**src/rtl/nonce_target_check_pkg.sv**
```systemverilog
// Shared SHA256 widths, byte-swap helper and job state encoding
// for the nonce/target check stage.
package nonce_target_check_pkg;

  localparam int HASH_WORD_NUM = 8;
  localparam int DATA_WID      = 32;

  typedef enum logic [1:0] {
    ST_IDLE  = 2'd0,
    ST_RUN   = 2'd1,
    ST_DRAIN = 2'd2,
    ST_DONE  = 2'd3
  } state_e;

  function automatic logic [31:0] bswap32(input logic [31:0] w);
    return {w[7:0], w[15:8], w[23:16], w[31:24]};
  endfunction

endpackage

```
**src/rtl/nonce_target_check_fifo.sv**
```systemverilog
// Show-ahead (first-word-fall-through) synchronous FIFO.
// Writes while full are refused unless a pop happens on the same cycle.
module sync_fifo_fwft #(
  parameter int WID   = 32,
  parameter int DEPTH = 4
) (
  input  logic           clk,
  input  logic           rst,
  input  logic           wr_en_i,
  input  logic [WID-1:0] wr_data_i,
  input  logic           rd_en_i,
  output logic [WID-1:0] rd_data_o,
  output logic           full_o,
  output logic           empty_o
);

  localparam int AW    = $clog2(DEPTH);
  localparam int PTR_W = AW + 1;

  logic [WID-1:0]   mem_q [DEPTH];
  logic [PTR_W-1:0] wr_ptr_q;
  logic [PTR_W-1:0] rd_ptr_q;
  logic             do_wr;
  logic             do_rd;

  assign empty_o = (wr_ptr_q == rd_ptr_q);
  assign full_o  = (wr_ptr_q[AW] != rd_ptr_q[AW]) &&
                   (wr_ptr_q[AW-1:0] == rd_ptr_q[AW-1:0]);

  assign do_rd = rd_en_i && !empty_o;
  assign do_wr = wr_en_i && (!full_o || do_rd);

  // Head reads as zero when empty so the output is clean after reset.
  assign rd_data_o = empty_o ? '0 : mem_q[rd_ptr_q[AW-1:0]];

  always_ff @(posedge clk) begin
    if (do_wr) begin
      mem_q[wr_ptr_q[AW-1:0]] <= wr_data_i;
    end
  end

  always_ff @(posedge clk) begin
    if (rst) begin
      wr_ptr_q <= '0;
      rd_ptr_q <= '0;
    end else begin
      if (do_wr) wr_ptr_q <= wr_ptr_q + PTR_W'(1);
      if (do_rd) rd_ptr_q <= rd_ptr_q + PTR_W'(1);
    end
  end

endmodule

```
**src/rtl/nonce_target_check.sv**
```systemverilog
// Checks second-pass digests against the job target and queues winning nonces.
// Optional CHECK_STATS_EN adds per-job hash and hit counters.
module nonce_target_check #(
  parameter int HASH_WORD_NUM = 8,
  parameter int DATA_WID      = 32,
  parameter int NONCE_WID     = 32,
  parameter int FIFO_DEPTH    = 4,
  parameter int CNT_WID       = 32
) (
  input  logic                              clk,
  input  logic                              rst,
  input  logic                              i_job_start,
  input  logic [NONCE_WID-1:0]              iv_nonce_base,
  input  logic [HASH_WORD_NUM*DATA_WID-1:0] iv_target,
  input  logic [CNT_WID-1:0]                iv_hash_total,
  input  logic [HASH_WORD_NUM*DATA_WID-1:0] iv_hash_data,
  input  logic                              i_hash_data_vld,
  output logic [NONCE_WID-1:0]              ov_hit_nonce,
  output logic                              o_hit_vld,
  input  logic                              i_hit_rdy,
  output logic                              o_hit_overflow,
  output logic                              o_busy,
`ifdef CHECK_STATS_EN
  output logic [47:0]                       ov_hash_cnt,
  output logic [15:0]                       ov_hit_cnt,
`endif
  output logic                              o_job_done
);

  import nonce_target_check_pkg::*;

  localparam int HW = HASH_WORD_NUM * DATA_WID;

  state_e                   state_q;
  logic                     drain_cnt_q;
  logic [NONCE_WID-1:0]     cur_nonce_q;
  logic [NONCE_WID-1:0]     s1_nonce_q;
  logic [NONCE_WID-1:0]     s2_nonce_q;
  logic [HW-1:0]            target_q;
  logic [CNT_WID-1:0]       total_q;
  logic [CNT_WID-1:0]       cnt_q;
  logic [CNT_WID-1:0]       cnt_inc;
  logic [HASH_WORD_NUM-1:0] lt_d;
  logic [HASH_WORD_NUM-1:0] eq_d;
  logic [HASH_WORD_NUM-1:0] lt_q;
  logic [HASH_WORD_NUM-1:0] eq_q;
  logic                     s1_vld_q;
  logic                     s2_vld_q;
  logic                     s2_hit_q;
  logic                     hit_d;
  logic                     job_done_q;
  logic                     overflow_q;
  logic                     acc;
  logic                     push_req;
  logic                     pop;
  logic                     fifo_wr;
  logic                     fifo_full;
  logic                     fifo_empty;

  // A start on the same cycle as a result wins; that result is dropped.
  assign acc     = i_hash_data_vld && (state_q == ST_RUN) && !i_job_start;
  assign cnt_inc = cnt_q + CNT_WID'(1);

  always_comb begin
    lt_d = '0;
    eq_d = '0;
    for (int k = 0; k < HASH_WORD_NUM; k++) begin
      lt_d[k] = bswap32(iv_hash_data[k*DATA_WID +: DATA_WID]) <
                target_q[k*DATA_WID +: DATA_WID];
      eq_d[k] = bswap32(iv_hash_data[k*DATA_WID +: DATA_WID]) ==
                target_q[k*DATA_WID +: DATA_WID];
    end
  end

  // Higher words override lower ones; all-equal means V == T, a hit.
  always_comb begin
    hit_d = 1'b1;
    for (int k = 0; k < HASH_WORD_NUM; k++) begin
      if (lt_q[k])       hit_d = 1'b1;
      else if (!eq_q[k]) hit_d = 1'b0;
    end
  end

  assign push_req = s2_vld_q && s2_hit_q && !i_job_start;
  assign pop      = o_hit_vld && i_hit_rdy;
  assign fifo_wr  = push_req && (!fifo_full || pop);

  always_ff @(posedge clk) begin
    if (rst) begin
      state_q     <= ST_IDLE;
      drain_cnt_q <= 1'b0;
      cur_nonce_q <= '0;
      s1_nonce_q  <= '0;
      s2_nonce_q  <= '0;
      target_q    <= '0;
      total_q     <= '0;
      cnt_q       <= '0;
      lt_q        <= '0;
      eq_q        <= '0;
      s1_vld_q    <= 1'b0;
      s2_vld_q    <= 1'b0;
      s2_hit_q    <= 1'b0;
      job_done_q  <= 1'b0;
      overflow_q  <= 1'b0;
    end else begin
      job_done_q <= 1'b0;
      s1_vld_q   <= acc;
      s2_vld_q   <= s1_vld_q && !i_job_start;
      s2_hit_q   <= hit_d;
      s2_nonce_q <= s1_nonce_q;
      if (acc) begin
        lt_q        <= lt_d;
        eq_q        <= eq_d;
        s1_nonce_q  <= cur_nonce_q;
        cur_nonce_q <= cur_nonce_q + NONCE_WID'(1);
        cnt_q       <= cnt_inc;
      end
      if (push_req && fifo_full && !pop) overflow_q <= 1'b1;
      if (i_job_start) begin
        state_q     <= ST_RUN;
        drain_cnt_q <= 1'b0;
        cur_nonce_q <= iv_nonce_base;
        target_q    <= iv_target;
        total_q     <= iv_hash_total;
        cnt_q       <= '0;
        overflow_q  <= 1'b0;
      end else begin
        unique case (state_q)
          ST_RUN: begin
            if (acc && (total_q != '0) && (cnt_inc == total_q)) begin
              state_q     <= ST_DRAIN;
              drain_cnt_q <= 1'b0;
            end
          end
          ST_DRAIN: begin
            if (drain_cnt_q) begin
              state_q    <= ST_DONE;
              job_done_q <= 1'b1;
            end else begin
              drain_cnt_q <= 1'b1;
            end
          end
          default: ;
        endcase
      end
    end
  end

  sync_fifo_fwft #(
    .WID   (NONCE_WID),
    .DEPTH (FIFO_DEPTH)
  ) u_hit_fifo (
    .clk       (clk),
    .rst       (rst),
    .wr_en_i   (fifo_wr),
    .wr_data_i (s2_nonce_q),
    .rd_en_i   (i_hit_rdy),
    .rd_data_o (ov_hit_nonce),
    .full_o    (fifo_full),
    .empty_o   (fifo_empty)
  );

  assign o_hit_vld      = !fifo_empty;
  assign o_hit_overflow = overflow_q;
  assign o_busy         = (state_q == ST_RUN) || (state_q == ST_DRAIN);
  assign o_job_done     = job_done_q;

`ifdef CHECK_STATS_EN
  logic [47:0] hash_cnt_q;
  logic [15:0] hit_cnt_q;

  always_ff @(posedge clk) begin
    if (rst || i_job_start) begin
      hash_cnt_q <= '0;
      hit_cnt_q  <= '0;
    end else begin
      if (acc && (hash_cnt_q != '1)) hash_cnt_q <= hash_cnt_q + 48'd1;
      if (push_req && (hit_cnt_q != '1)) hit_cnt_q <= hit_cnt_q + 16'd1;
    end
  end

  assign ov_hash_cnt = hash_cnt_q;
  assign ov_hit_cnt  = hit_cnt_q;
`endif

endmodule

```
**config.mk**
```make
export PLATFORM = sky130hd
export DESIGN_NAME = nonce_target_check
export DESIGN_NICKNAME = d
export VERILOG_FILES = /design/src/rtl/nonce_target_check_pkg.sv /design/src/rtl/nonce_target_check_fifo.sv /design/src/rtl/nonce_target_check.sv
export SDC_FILE = /design/constraint.sdc
export NUM_CORES = 1
export LEC_CHECK = 0
export ABC_AREA = 1
export CAP_MARGIN = 20
export CORE_ASPECT_RATIO = 1.25
export CORE_MARGIN = 3
export CORE_UTILIZATION = 29
export DETAILED_ROUTE_END_ITERATION = 7
export SLEW_MARGIN = 20
export SYNTH_ARGS = -nofsm -noshare
export SYNTH_HDL_FRONTEND = slang
export SYNTH_SLANG_ARGS = --single-unit
export TNS_END_PERCENT = 100
```
**constraint.sdc**
```tcl
create_clock -name clk -period 3.5 [get_ports clk]
set_input_delay 0.875 -clock clk [delete_from_list [all_inputs] [get_ports clk]]
set_output_delay 0.875 -clock clk [all_outputs]
set_load 0.01 [all_outputs]
```
Word level (Yosys, flattened, before mapping)
Memory sizes are Yosys's and may differ from the RTL's. A register that Yosys moved wholly into a read port is not among the register bits. Cells that the tools add are included.

Bits of input ports: 581. Memories: 1. Register bits after elaboration: 446. Word-level logic and storage cells: 108. Memory bits (writable): 128. Output and inout port bits: 36.

Bitwise operators: 1. Reductions and logical operators: 28. Eq/ne operators: 18. Magnitude comparators: 8. Muxes and demuxes: 30. $add $sub $neg: 4.

Memories: u_hit_fifo.mem_q (depth 4, width 32, rd ports 1, clocked after memory_dff 1, write ports 1, RTL line nonce_target_check_fifo.sv:20) `logic [WID-1:0] mem_q [DEPTH];`.

Operators with widths (count): 32-bit equality test (9); 32-bit < comparator (8); 32-bit two-way mux (3); 32-bit by 1-bit adder with 32-bit output, second input constant (2); 32-bit nonzero test (1); 1-bit two-way mux (21); 1-bit logical AND (13); 2-bit two-way mux (4); 3-bit by 1-bit adder with 3-bit output, second input constant (2); 3-bit AND reduction (2); 1-bit logical NOT (4); 2-bit one-hot mux with 2 select lines (1); 2-bit nonzero test (2); 3-bit equality test (1); 3-bit by 2-bit != test with 1-bit output, second input constant (1); 3-bit != test, second input constant (1); 3-bit nonzero test (1); 3-bit OR reduction (1); 2-bit by 1-bit equality test with 1-bit output, second input constant (1); 2-bit equality test (1); 2-bit equality test, second input constant (1); 1-bit logical OR (2); 2-bit by 1-bit != test with 1-bit output, second input constant (1); 2-bit != test, second input constant (1); other kinds (5) (5).

Longest topological paths before layout
Gate-level depths: netlist (run 1).

Word-level depth: 16. Gate-level depth with buffers: 18. Depth with buffers taken out: 18.

By module
From an unflattened synthesis (run 1), not the netlist that was laid out.

Cell total of the unflattened synthesis: 3547. Area total of the unflattened synthesis: 28910.2 sq um.

Modules (own cells, without submodules): nonce_target_check (times used 1, sequential area each 8808.4 sq um, cells an instance 3105, area an instance 23417.5 sq um); sync_fifo_fwft (times used 1, sequential area each 4003.8 sq um, cells an instance 442, area an instance 5492.8 sq um).

Least setup slack after synthesis (run 1)
OpenSTA, ideal clock, no wires.

Path kind: input to register. From: input port i_job_start. To: memory u_hit_fifo.mem_q[3][0], enable pin. Slack: 0.197 ns. Arrival: 2.879 ns. Path buffers: 1. Library setup time: 0.424 ns. Required time: 3.076 ns. Stages: 4. Path through: clkbuf_1 inv_2 nand4_1 nor2_1.

Longest elaborated chain between the ends: 6.

Ends and longest elaborated chain: start, declared (RTL line nonce_target_check.sv:12) `input logic i_job_start,`; 1-bit logical NOT (RTL line nonce_target_check.sv:84) `assign push_req = s2_vld_q && s2_hit_q && !i_job_start;`; 1-bit logical AND (RTL line nonce_target_check.sv:84); 1-bit logical AND (RTL line nonce_target_check.sv:86) `assign fifo_wr = push_req && (!fifo_full || pop);`; 1-bit logical AND (RTL line nonce_target_check_fifo.sv:31) `assign do_wr = wr_en_i && (!full_o || do_rd);`; 1-bit two-way mux (RTL line nonce_target_check_fifo.sv:37) `if (do_wr) begin`; 1-bit two-way mux (not written as such) (RTL line nonce_target_check_fifo.sv:38) `mem_q[wr_ptr_q[AW-1:0]] <= wr_data_i;`; end, declared (RTL line nonce_target_check_fifo.sv:20).

No other way between the ends.

==> results.sh, run 1 <==
export IMPL_run_status="finished, final reports clean"
export IMPL_synth_cells=3560
export IMPL_critPathRequiredTime_ns=2.62
export IMPL_cell_chain_of_the_critical_path="inv_2, buf_8, nor2_1, o32ai_1, nand2_1, inv_1, clkdlybuf4s50_1"
export IMPL_top_post_synthesis_cells_by_count="551 x sky130_fd_sc_hd__inv_1, 470 x sky130_fd_sc_hd__nand2_1, 448 x sky130_fd_sc_hd__dfxtp_1"
export IMPL_synthesis_area_sq_um=28700
export IMPL_cts_tree="done"
export IMPL_floorplan_io_pins=617
export IMPL_grt_first_pass_wirelength_um=144000
export IMPL_initial_core_util=0.293
export IMPL_fin_skew_ns=0.0282
export IMPL_place_inst=5363
export IMPL_max_cap_violations=0
export IMPL_timing_final_setup_violations=0
export IMPL_finalMaxSlewViolations=0
export IMPL_period_minus_slack_ns=3.32
export IMPL_powerDensity_nw_per_um2=427
export IMPL_grtUsageMet1=0.212
export IMPL_setup_total_negative_slack_ns=0
export IMPL_clock_latency_ns=0.60
export IMPL_final_net_count=4978
export IMPL_hold_violations=0
export IMPL_drc=0
export IMPL_post_drt_via_cell_ratio=4.70
export IMPL_numPortBuffers=616
export IMPL_tritoncts_num_buffers=67
export IMPL_grt_pass1_vias=25200
export IMPL_gpl_final_weighted_congestion=0.907
export IMPL_grt_setup_unrepaired="no"
export IMPL_critical_path_endpoint_type="output port"
export IMPL_route_vias_total=25800
export IMPL_synth_async_sr_flop_share=0
export IMPL_root_buffer="sky130_fd_sc_hd__clkbuf_16"
export IMPL_fraction_of_the_yosys_area_taken_by_sequential_cells=0.446
export IMPL_firstDrtPassIters=5
export IMPL_numClockSinks=576
export IMPL_maxClockFrequency_mhz=301
export IMPL_post_route_cells_drive_above_1_share=0.0441
export IMPL_multiInputGateArea_sq_um=13200
export IMPL_post_cts_resized=2
export IMPL_grt_antenna_before_repair=31
export IMPL_synth_net_count=4406
export IMPL_fill_cells=9870
export IMPL_finalCritPeriodShare=0.948
export IMPL_grt_use_total=0.181
export IMPL_overflow=0
export IMPL_hp_class="flip-flop to flip-flop"
export IMPL_fp_dieArea_sq_um=103000
export IMPL_crit_path_max_fanout=36
export IMPL_floorplan_die_width_um=287
export IMPL_fp_rows=128
export IMPL_drt_wirelength_per_cell_um=17.5
export IMPL_total_leakage_power_uw=0.0160
export IMPL_yosys_register_bits=576
export IMPL_syn2layout_area_growth_pct=34.7
export IMPL_h_tree_depth=3
export IMPL_count_of_non_filler_cells_in_the_finished_layout=5491
export IMPL_prevailing_post_synth_register_cell="sky130_fd_sc_hd__dfxtp_1"
export IMPL_critical_path_slowest_cell="sky130_fd_sc_hd__clkdlybuf4s50_1"
export IMPL_holdWs_ns=0.417
export IMPL_top_usage_layer="met2"
export IMPL_wirelength_um=95900
export IMPL_startpoint_to_endpoint_class_of_the_critical_path="flip-flop to output port"
export IMPL_globalRouteMet2Util=0.315
export IMPL_ir_worst_vdd_v=0.000246
export IMPL_synth_lib_cells_used_distinct=52
export IMPL_setup_fix_bufs_post_cts=0
export IMPL_floorplan_die_height_um=358
export IMPL_synth_warnings=0
export IMPL_worst_path_dominant_cell_family="buffers and inverters"
export IMPL_ant_nets=0
export IMPL_startpoint_kind_of_the_worst_setup_timing_path="flip-flop"
export IMPL_layout_cell_area_non_filler_sq_um=38700
export IMPL_seq_area_sq_um=12800
export IMPL_number_of_synthesized_flops_with_an_enable_pin=128
export IMPL_cp_arrival_ns=2.44
export IMPL_placed_wire_length_estimate_after_detailed_placement_um=74200
export IMPL_syn_mean_instance_area_sq_um=8.06
export IMPL_detailedRoute_firstIterationViolations=1180
export IMPL_slew_headroom=0.379
export IMPL_placed_instance_area_sq_um=36400
export IMPL_post_synth_top_count_cell="sky130_fd_sc_hd__inv_1"
export IMPL_tightestPinTransition_ns=0.922
export IMPL_grt_max_degree=196
export IMPL_post_synth_top_area_fraction=0.312
export IMPL_clock_tree_buffer_depth=3
export IMPL_cp_buffers_inverters=4
export IMPL_synth_area_top_cells="sky130_fd_sc_hd__dfxtp_1 31%, sky130_fd_sc_hd__edfxtp_1 13%, sky130_fd_sc_hd__ha_1 12%, sky130_fd_sc_hd__inv_1 7.2%, sky130_fd_sc_hd__o21ai_0 7.2%"
export IMPL_utilization=0.395
export IMPL_fp_coreArea_sq_um=97900
export IMPL_grt_use_met3=0.0467
export IMPL_critical_path_max_stage_delay_ns=0.55
export IMPL_ctsHoldBuffers=0
export IMPL_netlist_top_cell_by_area="sky130_fd_sc_hd__dfxtp_1"
export IMPL_cts_reportedPaths_clkPinSlew_ns=0.06
## cell type report
class | count | share of cell area
Tap cell | 1300 | 0.0421
Clock inverter | 29 | 0.00919
Inverter | 555 | 0.0543
Multi-Input combinational cell | 2273 | 0.343
Antenna cell | 17 | 0.00110
Sequential cell | 576 | 0.331
Timing Repair Buffer | 659 | 0.172
Clock buffer | 82 | 0.0472
## worst register-to-register path, delay by kind of cell (launching register included)
kind	cells	cell delay (ns)
flip-flops	1	0.39
adder cells (fa/ha/maj)	1	0.23
AND/OR/NAND/NOR	14	1.88
AO/OA/AOI/OAI	1	0.06
## path summary, 6_finish.rpt
kind / from / end / slack [ns] / depth (start not counted)
worst max-delay path: flip-flop / ov_hit_nonce[7] / 0.18 / 7
worst max register to register: cnt_q[0] / state_q[0] / 0.80 / 16
worst min-delay path: s1_nonce_q[28] / s2_nonce_q[28] / 0.42 / 2
worst min register to register: s1_nonce_q[28] / s2_nonce_q[28] / 0.42 / 2
## through the flow
step                total power, uW  setup slack, ns
detailed placement             9580            0.407
finish                        16500            0.183
global route                  17300           0.0206
CTS                           16800           0.0567
global placement               9550            0.374
floorplan                      8420            0.197
## registers in the layout, summed over array words and instances, names as in the netlist, 2 cells and up, named ones only
| name | flops |
|---|---|
| state_q | 2 |
| u_hit_fifo.rd_ptr_q | 3 |
| s2_nonce_q | 32 |
| u_hit_fifo.mem_q | 128 |
| u_hit_fifo.wr_ptr_q | 3 |
| s1_nonce_q | 32 |
| total_q | 32 |
| lt_q | 8 |
| cnt_q | 32 |
| cur_nonce_q | 32 |
| target_q | 256 |
| eq_q | 8 |
## where the power goes
| part | switching [uW] | internal, uW | total [uW] |
|---|---|---|---|
| Sequential | 121 | 7050 | 7170 |
| Combinational | 1120 | 1140 | 2260 |
| Clock | 2840 | 4220 | 7060 |
| Total | 4090 | 12400 | 16500 |
## kinds of logic after synthesis
logic type | count (synthesis) | share of synthesized area
fa+ha+maj | 265 | 0.116
xor+xnor | 23 | 0.00846
compound gates | 995 | 0.191
simple gates | 990 | 0.146
flops | 576 | 0.446
buf+inv | 711 | 0.0930
## layout by cell type (no fill, tap or decap), types with 15 or more instances in the layout
cell type / n
sky130_fd_sc_hd__buf_4: 28
sky130_fd_sc_hd__inv_1: 550
sky130_fd_sc_hd__a211oi_1: 16
sky130_fd_sc_hd__dfxtp_1: 447
sky130_fd_sc_hd__clkdlybuf4s50_1: 614
sky130_fd_sc_hd__o211ai_1: 36
sky130_fd_sc_hd__clkbuf_16: 69
sky130_fd_sc_hd__o32ai_1: 32
sky130_fd_sc_hd__diode_2: 17
sky130_fd_sc_hd__nand2_1: 470
sky130_fd_sc_hd__ha_1: 265
sky130_fd_sc_hd__edfxtp_1: 128
sky130_fd_sc_hd__a21oi_1: 402
sky130_fd_sc_hd__nor2_1: 286
sky130_fd_sc_hd__nand4_1: 32
sky130_fd_sc_hd__nand3_1: 120
sky130_fd_sc_hd__o22ai_1: 20
sky130_fd_sc_hd__o21ai_0: 412
sky130_fd_sc_hd__nor3_1: 19
sky130_fd_sc_hd__xor2_1: 15
## metal layers
layer,vias to the layer above,routed length [um]
met1,11700,39100
met4,10,3390
met3,158,6980
met5,-,71
met2,713,46400
li1,13200,-
Note: power is estimated with default switching activity, not from simulation.
==> run 2: changes to the inputs <==
==> constraint.sdc (replaced) <==
create_clock -name clk -period 3.3 [get_ports clk]
set_input_delay 0.825 -clock clk [delete_from_list [all_inputs] [get_ports clk]]
set_output_delay 0.825 -clock clk [all_outputs]
set_load 0.01 [all_outputs]
==> run 2 against run 1 <==
- design area rose by 0.62%
- non-clock buffer count increased by 24
- core utilization is 0.25 points higher
- flip-flop and latch count unchanged
- count of clock-buffer cells in the layout is 3 lower
- global-route usage about the same
- cell count increased by 0.44%
- setup slack got worse by 0.079 ns
- combinational power is 7% higher
- register-to-register slack lost 0.17 ns
- critical endpoint is now ov_hit_nonce[17]
- largest cell class unchanged
- highest routed layer unchanged
==> results.sh, run 2 (synthesized netlist as in run 1, its figures left out) <==
export IMPL_max_cap_violations=0
export IMPL_worstReg2RegStart="cnt_q[0]"
export IMPL_gpl_final_weighted_congestion=0.925
export IMPL_holdWs_ns=0.416
export IMPL_count_of_non_filler_cells_in_the_finished_layout=5515
export IMPL_slew_headroom=0.411
export IMPL_holdCritStartpoint="s1_nonce_q[30]"
export IMPL_reg2reg_depth=16
export IMPL_h_tree_depth=2
export IMPL_finalCritPeriodShare=0.968
export IMPL_critical_path_max_stage_delay_ns=0.48
export IMPL_placed_wire_length_estimate_after_detailed_placement_um=74800
export IMPL_critPathRequiredTime_ns=2.47
export IMPL_multiInputGateArea_sq_um=13300
export IMPL_floorplan_die_height_um=358
export IMPL_final_critical_path_setup_slack_ns=0.104
export IMPL_firstDrtPassIters=6
export IMPL_route_vias_total=25900
export IMPL_numClockSinks=576
export IMPL_maxClockFrequency_mhz=313
export IMPL_ff2ff_setup_slack_ns=0.63
export IMPL_period_minus_slack_ns=3.20
export IMPL_fp_rows=128
export IMPL_grt_max_degree=134
export IMPL_cell_chain_of_the_critical_path="xor2_1, nor3b_2, nand2_4, buf_12, nand2_1, inv_1, clkdlybuf4s50_1"
export IMPL_grt_antenna_before_repair=24
export IMPL_clock_latency_ns=0.66
export IMPL_grt_first_pass_wirelength_um=145000
export IMPL_largest_reg_flops=256
export IMPL_floorplan_die_width_um=287
export IMPL_initial_core_util=0.293
export IMPL_drc=0
export IMPL_topRoutingLayerUsed="met5"
export IMPL_finalMaxSlewViolations=0
export IMPL_total_leakage_power_uw=0.0166
export IMPL_critical_path_slowest_cell="sky130_fd_sc_hd__clkdlybuf4s50_1"
export IMPL_timing_final_setup_violations=0
export IMPL_seq_area_sq_um=12800
export IMPL_post_drt_via_cell_ratio=4.70
export IMPL_numPortBuffers=616
export IMPL_hold_path_cell_count=2
export IMPL_most_common_layout_cells="587 x sky130_fd_sc_hd__clkdlybuf4s50_1, 549 x sky130_fd_sc_hd__inv_1, 469 x sky130_fd_sc_hd__nand2_1"
export IMPL_wl_met2_um=47500
export IMPL_clock_tree_buffer_depth=3
export IMPL_syn2layout_area_growth_pct=35.5
export IMPL_total_power_of_the_final_layout_uw=17000
export IMPL_grt_setup_unrepaired="yes"
export IMPL_cts_reportedPaths_clkPinSlew_ns=0.06
export IMPL_final_common_cell="sky130_fd_sc_hd__clkdlybuf4s50_1"
export IMPL_tritoncts_num_buffers=61
export IMPL_grt_pass1_vias=25200
export IMPL_overflow=0
export IMPL_placed_instance_area_sq_um=36600
export IMPL_hold_violations=0
export IMPL_register_ranked_first_by_flip_flop_count="target_q"
export IMPL_fp_coreArea_sq_um=97900
export IMPL_fin_skew_ns=0.0297
export IMPL_fp_dieArea_sq_um=103000
export IMPL_detailedRoute_firstIterationViolations=1288
export IMPL_tightestPinTransition_ns=0.875
export IMPL_floorplan_io_pins=617
export IMPL_grt_use_total=0.181
export IMPL_final_net_count=4996
export IMPL_drt_wirelength_per_cell_um=17.7
export IMPL_startpoint_kind_of_the_worst_setup_timing_path="flip-flop"
export IMPL_ant_nets=0
export IMPL_ctsHoldBuffers=0
export IMPL_fill_cells=9801
export IMPL_post_route_cells_drive_above_1_share=0.0521
export IMPL_ir_worst_vdd_v=0.000446
export IMPL_run_status="finished, final reports clean"
export IMPL_hp_class="flip-flop to flip-flop"
export IMPL_critical_path_endpoint_type="output port"
export IMPL_root_buffer="sky130_fd_sc_hd__clkbuf_16"
export IMPL_place_inst=5378
export IMPL_powerDensity_nw_per_um2=436
export IMPL_layout_cell_area_non_filler_sq_um=38900
export IMPL_timing_hold_worst_endpoint="s2_nonce_q[30]"
export IMPL_r2r_end="state_q[0]"
export IMPL_cp_arrival_ns=2.37
export IMPL_wl_met1_um=39700
export IMPL_wirelength_um=97700
export IMPL_cts_tree="done"
export IMPL_startpoint_to_endpoint_class_of_the_critical_path="flip-flop to output port"
export IMPL_pre_cts_slack_ns=0.265
export IMPL_crit_path_max_fanout=9
export IMPL_dr_wl_met3_um=7010
-- run 2: changes by cell type in the layout (fill, tap and decap cells not counted), moves of 5 or more --
| cell | change |
|---|---|
| sky130_fd_sc_hd__clkinv_2 | +8 |
| sky130_fd_sc_hd__clkbuf_16 | -5 |
| sky130_fd_sc_hd__clkdlybuf4s50_1 | -27 |
| sky130_fd_sc_hd__o32ai_1 | -7 |
| sky130_fd_sc_hd__dlymetal6s2s_1 | +27 |
| sky130_fd_sc_hd__o32ai_2 | +7 |
| sky130_fd_sc_hd__buf_4 | +17 |
| sky130_fd_sc_hd__diode_2 | -5 |
-- run 2: worst max-delay path by stage --
stage | start | to | slack [ns] | cells past startpoint
after floorplan | i_job_start | u_hit_fifo.mem_q[3][0] | 0.05 | 4
after global placement | iv_hash_data[7] | lt_q[0] | 0.27 | 8
after detailed placement | iv_hash_data[7] | lt_q[0] | 0.26 | 8
after CTS | flip-flop | ov_hit_nonce[18] | 0.002 | 6
after global routing | flip-flop | ov_hit_nonce[17] | -0.08 | 7
final | u_hit_fifo.rd_ptr_q[0] | ov_hit_nonce[17] | 0.10 | 7
-- run 2: power breakdown --
group          internal (uW)  leakage, uW  switching [uW]  total, uW
sequential              7470      0.00488             128       7600
clock                   3900     0.000988            3050       6950
combinational           1220       0.0107            1200       2420
-- run 2: metrics by stage --
stage          setup TNS, ns  utilization
2_1_floorplan              0            -
3_3_place_gp               0        0.374
3_5_place_dp               0        0.374
4_1_cts                    0        0.395
5_1_grt               -0.120        0.397
6_report                   0        0.398
-- run 2: what timing repair did --
item                                    CTS  global route
setup buffers                             0             4
gates cloned                              0             5
resized for setup                        13            40
endpoints found under the setup margin   32            31
endpoints found under the hold margin     0             0
pin swaps                                 0             1
-- run 2: worst max-delay path: cells and delay by family, from the launching register on --
family | cells | cell delay, ns
xor gates and xnor gates | 1 | 0.17
buffers and inverters | 3 | 0.71
and+or+nand+nor | 3 | 0.50
DFF | 1 | 0.33
-- run 2: per-layer routing --
| metal | GRT usage | vias to the layer above |
|---|---|---|
| met1 | 0.211 | 11900 |
| met5 | 0 | - |
| met4 | 0.0715 | 6 |
| met2 | 0.316 | 734 |
| li1 | - | 13200 |
| met3 | 0.0480 | 144 |
-- run 2: final cells by class --
class | count | area share
multi-input combinational | 2273 | 0.342
sequential | 576 | 0.330
timing repair buffer | 683 | 0.180
inverter | 555 | 0.0541
clock buffer | 79 | 0.0428
tap | 1300 | 0.0418
clock inverter | 37 | 0.00881
antenna | 12 | 0.000772
==> run 3: changes to the inputs <==
--- a/config.mk
+++ b/config.mk
@@ -11,7 +11,6 @@
 export CORE_MARGIN = 3
 export CORE_UTILIZATION = 29
 export DETAILED_ROUTE_END_ITERATION = 7
-export SLEW_MARGIN = 20
 export SYNTH_ARGS = -nofsm -noshare
 export SYNTH_HDL_FRONTEND = slang
 export SYNTH_SLANG_ARGS = --single-unit
==> results of run 3 <==
Final layout, timing and power as in run 2 (identical DEF).
